**src/rtl/main_control_fsm.sv**
```systemverilog
// Multicycle MIPS main control FSM: decodes the opcode, sequences datapath enables and
// mux selects, and runs the memory handshake with a bounded wait.
module main_control_fsm #(
  parameter int unsigned TIMEOUT_CYCLES = 16
) (
  input  logic       clock,
  input  logic       reset,
  input  logic [5:0] opcode,
  input  logic       mem_ready,
  output logic       pc_write,
  output logic       pc_write_cond,
  output logic       pc_write_ncond,
  output logic       i_or_d,
  output logic       mem_read,
  output logic       mem_write,
  output logic       ir_write,
  output logic       mem_to_reg,
  output logic       reg_dst,
  output logic       reg_write,
  output logic       alu_src_a,
  output logic [1:0] alu_src_b,
  output logic [1:0] pc_source,
  output logic [3:0] alu_op,
  output logic       illegal_op,
  output logic       bus_error,
  output logic [3:0] state
);

  localparam int unsigned CntW = (TIMEOUT_CYCLES < 2) ? 1 : $clog2(TIMEOUT_CYCLES);

  localparam logic [3:0] StIdle   = 4'd0;
  localparam logic [3:0] StFetch  = 4'd1;
  localparam logic [3:0] StDecode = 4'd2;
  localparam logic [3:0] StMemAdr = 4'd3;
  localparam logic [3:0] StMemRd  = 4'd4;
  localparam logic [3:0] StMemWb  = 4'd5;
  localparam logic [3:0] StMemWr  = 4'd6;
  localparam logic [3:0] StExR    = 4'd7;
  localparam logic [3:0] StRwb    = 4'd8;
  localparam logic [3:0] StExI    = 4'd9;
  localparam logic [3:0] StIwb    = 4'd10;
  localparam logic [3:0] StBranch = 4'd11;
  localparam logic [3:0] StJump   = 4'd12;

  localparam logic [5:0] OpRtype = 6'b000000;
  localparam logic [5:0] OpJ     = 6'b000010;
  localparam logic [5:0] OpBeq   = 6'b000100;
  localparam logic [5:0] OpBne   = 6'b000101;
  localparam logic [5:0] OpAddi  = 6'b001000;
  localparam logic [5:0] OpSlti  = 6'b001010;
  localparam logic [5:0] OpAndi  = 6'b001100;
  localparam logic [5:0] OpOri   = 6'b001101;
  localparam logic [5:0] OpLui   = 6'b001111;
  localparam logic [5:0] OpLw    = 6'b100011;
  localparam logic [5:0] OpSw    = 6'b101011;

  logic [3:0]      state_q, state_d;
  logic [CntW-1:0] cnt_q, cnt_d;
  logic            wait_state;
  logic            timeout;

  assign wait_state = (state_q == StFetch) || (state_q == StMemRd) || (state_q == StMemWr);
  // A ready memory on the last allowed cycle still completes normally.
  assign timeout    = (TIMEOUT_CYCLES != 0) && wait_state && !mem_ready &&
                      (cnt_q == CntW'(TIMEOUT_CYCLES - 1));

  always_comb begin
    state_d        = state_q;
    pc_write       = 1'b0;
    pc_write_cond  = 1'b0;
    pc_write_ncond = 1'b0;
    i_or_d         = 1'b0;
    mem_read       = 1'b0;
    mem_write      = 1'b0;
    ir_write       = 1'b0;
    mem_to_reg     = 1'b0;
    reg_dst        = 1'b0;
    reg_write      = 1'b0;
    alu_src_a      = 1'b0;
    alu_src_b      = 2'b00;
    pc_source      = 2'b00;
    alu_op         = 4'b0000;
    illegal_op     = 1'b0;
    bus_error      = timeout;

    case (state_q)
      StIdle: state_d = StFetch;
      StFetch: begin
        mem_read  = 1'b1;
        alu_src_b = 2'b01;
        ir_write  = mem_ready;
        pc_write  = mem_ready;
        if (mem_ready)    state_d = StDecode;
        else if (timeout) state_d = StFetch;
      end
      StDecode: begin
        alu_src_b = 2'b11;
        case (opcode)
          OpRtype:                                 state_d = StExR;
          OpLw, OpSw:                              state_d = StMemAdr;
          OpBeq, OpBne:                            state_d = StBranch;
          OpJ:                                     state_d = StJump;
          OpAddi, OpSlti, OpAndi, OpOri, OpLui:    state_d = StExI;
          default: begin
            illegal_op = 1'b1;
            state_d    = StFetch;
          end
        endcase
      end
      StMemAdr: begin
        alu_src_a = 1'b1;
        alu_src_b = 2'b10;
        state_d   = (opcode == OpSw) ? StMemWr : StMemRd;
      end
      StMemRd: begin
        mem_read = 1'b1;
        i_or_d   = 1'b1;
        if (mem_ready)    state_d = StMemWb;
        else if (timeout) state_d = StFetch;
      end
      StMemWb: begin
        reg_write  = 1'b1;
        mem_to_reg = 1'b1;
        state_d    = StFetch;
      end
      StMemWr: begin
        mem_write = !timeout;
        i_or_d    = 1'b1;
        if (mem_ready || timeout) state_d = StFetch;
      end
      StExR: begin
        alu_src_a = 1'b1;
        alu_op    = 4'b0010;
        state_d   = StRwb;
      end
      StRwb: begin
        reg_write = 1'b1;
        reg_dst   = 1'b1;
        state_d   = StFetch;
      end
      StExI: begin
        alu_src_a = 1'b1;
        alu_src_b = 2'b10;
        case (opcode)
          OpSlti:  alu_op = 4'b0110;
          OpAndi:  alu_op = 4'b0011;
          OpOri:   alu_op = 4'b0101;
          OpLui:   alu_op = 4'b0100;
          default: alu_op = 4'b0000;
        endcase
        state_d = StIwb;
      end
      StIwb: begin
        reg_write = 1'b1;
        state_d   = StFetch;
      end
      StBranch: begin
        alu_src_a      = 1'b1;
        alu_op         = 4'b0001;
        pc_source      = 2'b01;
        pc_write_cond  = (opcode == OpBeq);
        pc_write_ncond = (opcode == OpBne);
        state_d        = StFetch;
      end
      StJump: begin
        pc_write  = 1'b1;
        pc_source = 2'b10;
        state_d   = StFetch;
      end
      default: state_d = StIdle;
    endcase
  end

  // Counting continues only while parked in the same wait state; entry or retry clears it.
  always_comb begin
    cnt_d = '0;
    if (wait_state && (state_d == state_q) && !timeout) cnt_d = cnt_q + 1'b1;
  end

  always_ff @(posedge clock) begin
    if (!reset) begin
      state_q <= StIdle;
      cnt_q   <= '0;
    end else begin
      state_q <= state_d;
      cnt_q   <= cnt_d;
    end
  end

  assign state = state_q;

endmodule

```
**config.mk**
```make
export PLATFORM = sky130hd
export DESIGN_NAME = main_control_fsm
export DESIGN_NICKNAME = d
export VERILOG_FILES = /design/src/rtl/main_control_fsm.sv
export SDC_FILE = /design/constraint.sdc
export NUM_CORES = 1
export LEC_CHECK = 0
export CORE_MARGIN = 1.5
export CORE_UTILIZATION = 45
export DETAILED_ROUTE_END_ITERATION = 10
export GPL_ROUTABILITY_DRIVEN = 0
export PLACE_DENSITY = 0.84
export SKIP_CTS_REPAIR_TIMING = 1
export SYNTH_ARGS = -nofsm -noshare
export SYNTH_HDL_FRONTEND = slang
export SYNTH_SLANG_ARGS = --single-unit
```
**constraint.sdc**
```tcl
create_clock -name clock -period 2.9 [get_ports clock]
set_input_delay 0.435 -clock clock [delete_from_list [all_inputs] [get_ports clock]]
set_output_delay 0.435 -clock clock [all_outputs]
set_load 0.1 [all_outputs]
```
==> results of run 1 <==
[flip-flops by register name (all words and copies together), names as in the netlist]
name / cells
state: 4
cnt_q: 4
[worst reg2reg max path: cells and delay by family (launching register included)]
kind	cells	cell delay [ns]
simple gates	2	0.61
flops	1	0.40
compound gates	2	0.53
[final cells by class]
type	instances	area (µm²)	share of cell area, %
Clock buffer	4	26.28	1.974
Inverter	4	15.01	1.128
Multi-Input combinational cell	93	695.7	52.26
Sequential cell	8	170.2	12.78
Tap cell	25	31.28	2.350
Timing Repair Buffer	33	392.9	29.51
[layout by cell type (no fill, tap or decap), types with 2 or more instances in the layout]
master / instances
buf_4: 15
nor2_1: 11
buf_12: 10
nand2b_1: 9
clkdlybuf4s50_1: 8
nand2_1: 6
o21ai_0: 5
nor3_1: 5
a21oi_1: 5
inv_1: 4
dfxtp_1: 4
nor3_4: 3
clkbuf_4: 3
nand3_1: 2
or2_1: 2
nor3_2: 2
a21oi_2: 2
nor2_2: 2
nor3b_4: 2
o31a_1: 2
xor2_1: 2
nor4b_2: 2
dfxtp_4: 2
dfxtp_2: 2
[cells by family after synthesis]
kind of cell	after synthesis	share of synthesized area (%)
other	1	0.4654
buffers and inverters	11	5.900
and+or+nand+nor	60	43.48
adders and majority gates	1	1.553
DFF	8	19.88
muxes	1	1.397
AOI/OAI and AO/OA	27	24.07
xor gates and xnor gates	3	3.261
[cell usage after synthesis (2+ instances only)]
cell type	n
o31a_1	2
buf_2	2
inv_1	4
nor2_1	14
nor3b_1	2
or2_1	2
clkbuf_1	3
nor3_1	10
nand2_1	7
a21oi_1	7
nor4b_2	2
o22ai_1	2
nand3_1	2
and3_1	2
dfxtp_1	8
xor2_1	2
o21ai_0	5
nand2b_1	9
[per-stage QoR]
step           hold slack (ns)  cell area (µm²)
2_1_floorplan           0.4444            917.1
3_3_place_gp            0.4611             1305
3_5_place_dp            0.4757             1305
4_1_cts                 0.4851             1331
5_1_grt                 0.4898             1331
6_report                0.4826             1331
[power groups by stage]
| stage | combinational [µW] | sequential [µW] | clock [µW] |
|---|---|---|---|
| 2_1_floorplan | 149 | 146 | 0 |
| 3_3_place_gp | 216 | 132 | 0 |
| 3_5_place_dp | 218 | 132 | 0 |
| 4_1_cts | 219 | 130 | 95.5 |
| 5_1_grt | 228 | 132 | 104 |
| 6_report | 219 | 130 | 93.0 |
[worst max path at each step]
stage | endpoint | slack (ns) | depth (start not counted)
detailed placement | alu_op[1] | 0.28 | 6
CTS | alu_op[1] | 0.27 | 6
floorplan | mem_write | -0.1 | 2
global route | alu_op[1] | 0.13 | 6
finish | alu_op[1] | 0.27 | 6
global placement | alu_op[1] | 0.31 | 6
[routing by layer]
| layer | vias to the layer above | wire [µm] | global-route usage (%) |
|---|---|---|---|
| li1 | 467 | - | - |
| met1 | 470 | 1042 | 34.47 |
| met2 | 40 | 1141 | 39.71 |
| met3 | 4 | 96 | 3.600 |
| met4 | 0 | 37 | 8.235 |
| met5 | - | 0 | 0 |
==> results.txt, run 1 <==
----------------------------------------------------
[Timing]
  Number of hold violations in the final report ... 0
  Setup slack of the critical path after layout ... 0.2664 ns
  Final count of pins violating max slew ... 0
  Final setup violating endpoints ... 0
  Final-layout setup total negative slack ... 0 ns
  Peak Freq ... 0.3797 GHz
  Slew margin rel. ... 64.38%
  Fin crit period ... 2.634 ns
  Setup repair after global routing missed its margin ... false
  Worst-margin pin slew ... 0.5324 ns
  Final Cycle Share ... 90.81%
  Final Skew ... 0.003485 ns

[Clocking]
  CTS Root Buffer Type ... clkbuf_4
  Number of buffers added by the clock tree synthesis step ... 3
  Max Buffers Root-to-Sink ... 2
  # H-tree levels ... 1
  Clock transition time at the flip-flop clock pins of the worst setup and hold paths ... 0.05 ns
  Clock sinks ... 8
  CTS tree ... done
  Source-to-sink clock delay at the later pin of the worst-skew pair ... 0.26 ns

[Power and ir drop]
  Seq pwr share ... 29.5%
  Switching part of the total ... 47.49%
  Power per standard cell area ... 332.1 nW/µm²
  Overall power ... 442.1 µW
  Share of total power in the clock network ... 21.0%
  Gate power share ... 49.5%
  Cell Int Power ... 232.2 µW
  Power spent charging and discharging nets ... 209.9 µW
  Static Leak ... 0.0004985 µW
  Worst supply voltage drop on vdd ... 0.2754 mV

[Worst hold path]
  Count of cells along the worst hold path ... 1
  Endpoint, Worst Hold ... cnt_q[0]
  Min-delay worst type ... flop to flop
  Hold Startpoint ... cnt_q[0]

[Worst setup path]
  CP Data Arrival Time ... 2.20 ns
  Count of buffer and inverter cells on the critical path ... 2
  Classification of the worst setup path ... input port to output port
  Top cell family by delay on the critical path ... buffers and inverters
  Worst r2r src ... state[1]
  FF-to-FF setup slack ... 1.22 ns
  Delay of the slowest cell on the worst path ... 0.49 ns
  Maximum fanout encountered on the critical timing path ... 6
  Worst-path cell chain ... clkdlybuf4s50_1 > nand2b_1 > or3_1 > a2111oi_2 > o21a_1 > buf_12
  Critical Path RT ... 2.47 ns
  FF-to-FF path depth ... 4
  CP max stage cell ... clkdlybuf4s50_1
  Kind of end point of the critical path ... output port
  Startpoint of the most critical setup path ... opcode[4]
  Endpoint of the worst-slack reg-to-reg timing path ... cnt_q[0]
  Critical path startpoint category ... input port

[Layout]
  Area growth syn-to-layout ... 65.22%
  Net total in the final layout ... 153
  Final core area utilization ... 77.95%
  Layout cells sized above 1 ... 40.14%
  Fillers ... 131
  Final antenna diode count ... 0
  Final standard cell count with taps included and fillers excluded ... 167

[Run]
  Max Cap Viol ... 0

[Logic synthesis]
  Post-synthesis sequential area ratio ... 19.88%
  Library cell occupying the most area in the post-synthesis netlist ... dfxtp_1
  Most used DFF post-synth ... dfxtp_1
  Count of mapped cells out of synthesis ... 112
  Post-Synthesis Mean Instance Area ... 7.194 µm²
  Number of storage elements in the synthesis netlist ... 8
  Area of the mapped netlist ... 805.8 µm²
  EDFF count, synth ... 0
  Post-synth ARST share ... 0%
  Number of distinct library cells after synthesis ... 45
  Syn_nets ... 122
  Largest cells by area after synthesis ... dfxtp_1, nand2b_1, nor2_1
  Yosys warns ... 0
  Fraction of synthesized cell area taken by the top area cell type ... 19.88%

[Global route]
  Leftover overflow at the end of global routing ... 0
  Vias in the first global route ... 881
  Initial antenna violation count ... 0
  First-pass GRT wire length ... 3815 µm
  Tot GR Track Use ... 24.96%
  Largest net degree at the start of global routing ... 18

[Floorplanning]
  Number of top-level pins ... 34
  Core Region ... 1708 µm²
  Vertical die dimension ... 45.32 µm
  Starting density of the core ... 47.18%
  Die area ... 2053 µm²
  Width of the chip ... 45.32 µm
  Number of placement rows ... 15

[Routing]
  Routed wire length per instance ... 13.87 µm
  Via density per instance ... 5.874
  Via total after detailed routing ... 981
  Number of optimization iterations in the first detailed-route pass ... 4
  Number of design-rule violations left by the first detailed-router iteration ... 32
  Count of antenna-violating nets left after detailed routing ... 0
  Drt drc ... 0
  Total Routed Length ... 2317 µm

[Placed design]
  Total of buffers placed on input and output ports ... 32
  Sum of net half-perimeters after detailed placement ... 1799 µm
  Placed Instances ... 163
  Pre-CTS setup slack ... 0.2817 ns

[Outcome]
  Result of the run ... finished clean

----------------------------------------------------
Power figures use the tool's default switching activity.
==> run 2: changes to the inputs <==
TNS_END_PERCENT = 5   (was unset)
==> run 2 against run 1 <==
Net effect: sequential cell count stayed put; clock skew fell by 0.0022 ns; sequential share of layout area fell by 0.41 points; critical path depth is the same; wire length shrank 0.95%; global-route usage about the same; die area stayed put; register-to-register slack worse by 0.06 ns; sequential power is essentially flat.
==> results.txt, run 2 (synthesis results as in run 1) <==
----------------------------------------------------
[Floorplanning]
  Number of top-level pins ... 34 (unchanged)
  Number of placement rows ... 15 (unchanged)
  Starting density of the core ... 47.18% (unchanged)
  Width of the chip ... 45.32 µm (unchanged)
  Vertical die dimension ... 45.32 µm (unchanged)
  Die area ... 2053 µm² (unchanged)
  Core Region ... 1708 µm² (unchanged)

[Worst setup path]
  CP Data Arrival Time ... 2.20 ns (about the same)
  Classification of the worst setup path ... input port to output port
  Worst r2r src ... state[0]
  Kind of end point of the critical path ... output port
  FF-to-FF setup slack ... 1.16 ns (-0.06 ns)
  CP max stage cell ... clkdlybuf4s50_1
  Maximum fanout encountered on the critical timing path ... 6 (unchanged)
  Endpoint of the worst-slack reg-to-reg timing path ... cnt_q[1]
  Delay of the slowest cell on the worst path ... 0.49 ns (about the same)
  Critical path startpoint category ... input port
  Worst-path cell chain ... clkdlybuf4s50_1 > nand2b_1 > or3_1 > a2111oi_2 > o21a_1 > buf_12
  Critical Path RT ... 2.47 ns (about the same)
  FF-to-FF path depth ... 4 (unchanged)

[Timing]
  Final Skew ... 0.001286 ns (-0.002199 ns)
  Final Hold Slack ... 0.4809 ns (-0.001758 ns)
  Setup slack of the critical path after layout ... 0.2674 ns (+0.001042 ns)
  Peak Freq ... 0.3799 GHz (about the same)
  Final count of pins violating max slew ... 0 (unchanged)
  Fin crit period ... 2.633 ns (-0.001042 ns)
  Slew margin rel. ... 64.53% (+0.16 points)
  Final Cycle Share ... 90.78% (about the same)
  Worst-margin pin slew ... 0.5300 ns (-0.002321 ns)
  Final setup violating endpoints ... 0 (unchanged)
  Setup repair after global routing missed its margin ... false
  Number of hold violations in the final report ... 0 (unchanged)

[Clocking]
  CTS tree ... done
  Clock sinks ... 8 (unchanged)
  Number of buffers added by the clock tree synthesis step ... 3 (unchanged)
  Source-to-sink clock delay at the later pin of the worst-skew pair ... 0.25 ns (about the same)
  CTS Root Buffer Type ... clkbuf_4
  # H-tree levels ... 1 (unchanged)
  Max Buffers Root-to-Sink ... 2 (unchanged)
  Clock transition time at the flip-flop clock pins of the worst setup and hold paths ... 0.05 ns (about the same)

[Layout]
  Area growth syn-to-layout ... 63.20%
  Commonest cells after routing, fill and taps aside ... buf_4, nor2_1, buf_12
  Final standard cell count with taps included and fillers excluded ... 168 (+0.60%)
  Net total in the final layout ... 155 (+1.3%)
  Final antenna diode count ... 0 (unchanged)
  Layout cells sized above 1 ... 37.76% (-2.4 points)
  Most common library cell in the layout ignoring fill and taps ... buf_4

[Power and ir drop]
  Gate power share ... 50.6% (+1.1 points)
  Seq pwr share ... 29.8% (+0.3 points)
  Cell Int Power ... 225.9 µW (-2.7%)
  Worst supply voltage drop on vdd ... 0.2436 mV (-12%)
  Static Leak ... 0.0005050 µW (+1.3%)
  Power per standard cell area ... 328.1 nW/µm² (-1.2%)
  Switching part of the total ... 47.63% (+0.14 points)
  Power spent charging and discharging nets ... 205.5 µW (-2.1%)
  Share of total power in the clock network ... 19.6% (-1.4 points)

[Worst hold path]
  Endpoint, Worst Hold ... cnt_q[0]
  Hold Startpoint ... cnt_q[0]
  Min-delay worst type ... flop to flop
  Count of cells along the worst hold path ... 1 (unchanged)

[Placed design]
  Pre-CTS setup slack ... 0.2619 ns (-0.01977 ns)
  Placed Instances ... 165 (+1.2%)
  Sum of net half-perimeters after detailed placement ... 1801 µm (about the same)
  Total of buffers placed on input and output ports ... 32 (unchanged)

[Routing]
  Via total after detailed routing ... 941 (-4.1%)
  Count of antenna-violating nets left after detailed routing ... 0 (unchanged)
  Via density per instance ... 5.601 (-4.6%)
  Total Routed Length ... 2295 µm (-0.95%)
  Routed wire length per instance ... 13.66 µm (-1.5%)
  Drt drc ... 0 (unchanged)
  Number of optimization iterations in the first detailed-route pass ... 4 (unchanged)
  Number of design-rule violations left by the first detailed-router iteration ... 23 (-28%)

[Global route]
  Leftover overflow at the end of global routing ... 0 (unchanged)
  First-pass GRT wire length ... 3843 µm (+0.73%)
  Vias in the first global route ... 862 (-2.2%)
  Tot GR Track Use ... 24.98% (about the same)
  Largest net degree at the start of global routing ... 18 (unchanged)
  Initial antenna violation count ... 0 (unchanged)

[Run]
  Max Cap Viol ... 0 (unchanged)

[Outcome]
  Result of the run ... finished clean

----------------------------------------------------
-- run 2: area by class of cell --
class / instances / area, µm²
clock buffers: 3 / 22.52
flip-flops and latches: 8 / 162.7
fillers: 130 / 392.9
repair buffers: 35 / 407.9
inverters: 4 / 15.01
well taps: 25 / 31.28
multi-input cells: 93 / 675.6
-- run 2: worst max path at each step --
stage | startpoint | to | slack [ns] | depth (start not counted)
6_report | opcode[4] | alu_op[1] | 0.27 | 6
5_1_grt | opcode[4] | alu_op[1] | 0.15 | 6
4_1_cts | opcode[4] | alu_op[1] | 0.25 | 6
3_5_place_dp | opcode[4] | alu_op[1] | 0.26 | 6
3_3_place_gp | opcode[4] | alu_op[1] | 0.31 | 6
2_1_floorplan | state[3] | pc_write_cond | -0.48 | 4
-- run 2: layer usage --
layer	wire, µm	vias up	track usage (%)
met5	0	-	0
met4	8	0	9.412
met3	104	2	1.200
met2	1157	28	39.14
met1	1024	438	36.03
li1	-	473	-
-- run 2: power groups by stage --
stage	combinational (µW)	clock, µW	sequential (µW)
floorplan	146	0	145
global placement	215	0	130
detailed placement	218	0	131
global route	229	91.9	130
CTS	219	90.0	128
finish	218	84.4	129
-- run 2: worst max-delay path: cells and delay by family --
kind / cells / cell delay [ns]
buf+inv: 2 / 0.68
compound gates: 2 / 0.54
simple gates: 2 / 0.53
-- run 2: through the flow --
stage / setup TNS [ns] / util (%) / total power, µW / cell area, µm²
2_1_floorplan: -6.348 / - / 291.1 / 885.9
3_3_place_gp: 0 / 75.68 / 345.4 / 1292
3_5_place_dp: 0 / 75.68 / 349.0 / 1292
4_1_cts: 0 / 77.00 / 437.0 / 1315
5_1_grt: 0 / 77.00 / 450.8 / 1315
6_report: 0 / 77.00 / 431.4 / 1315
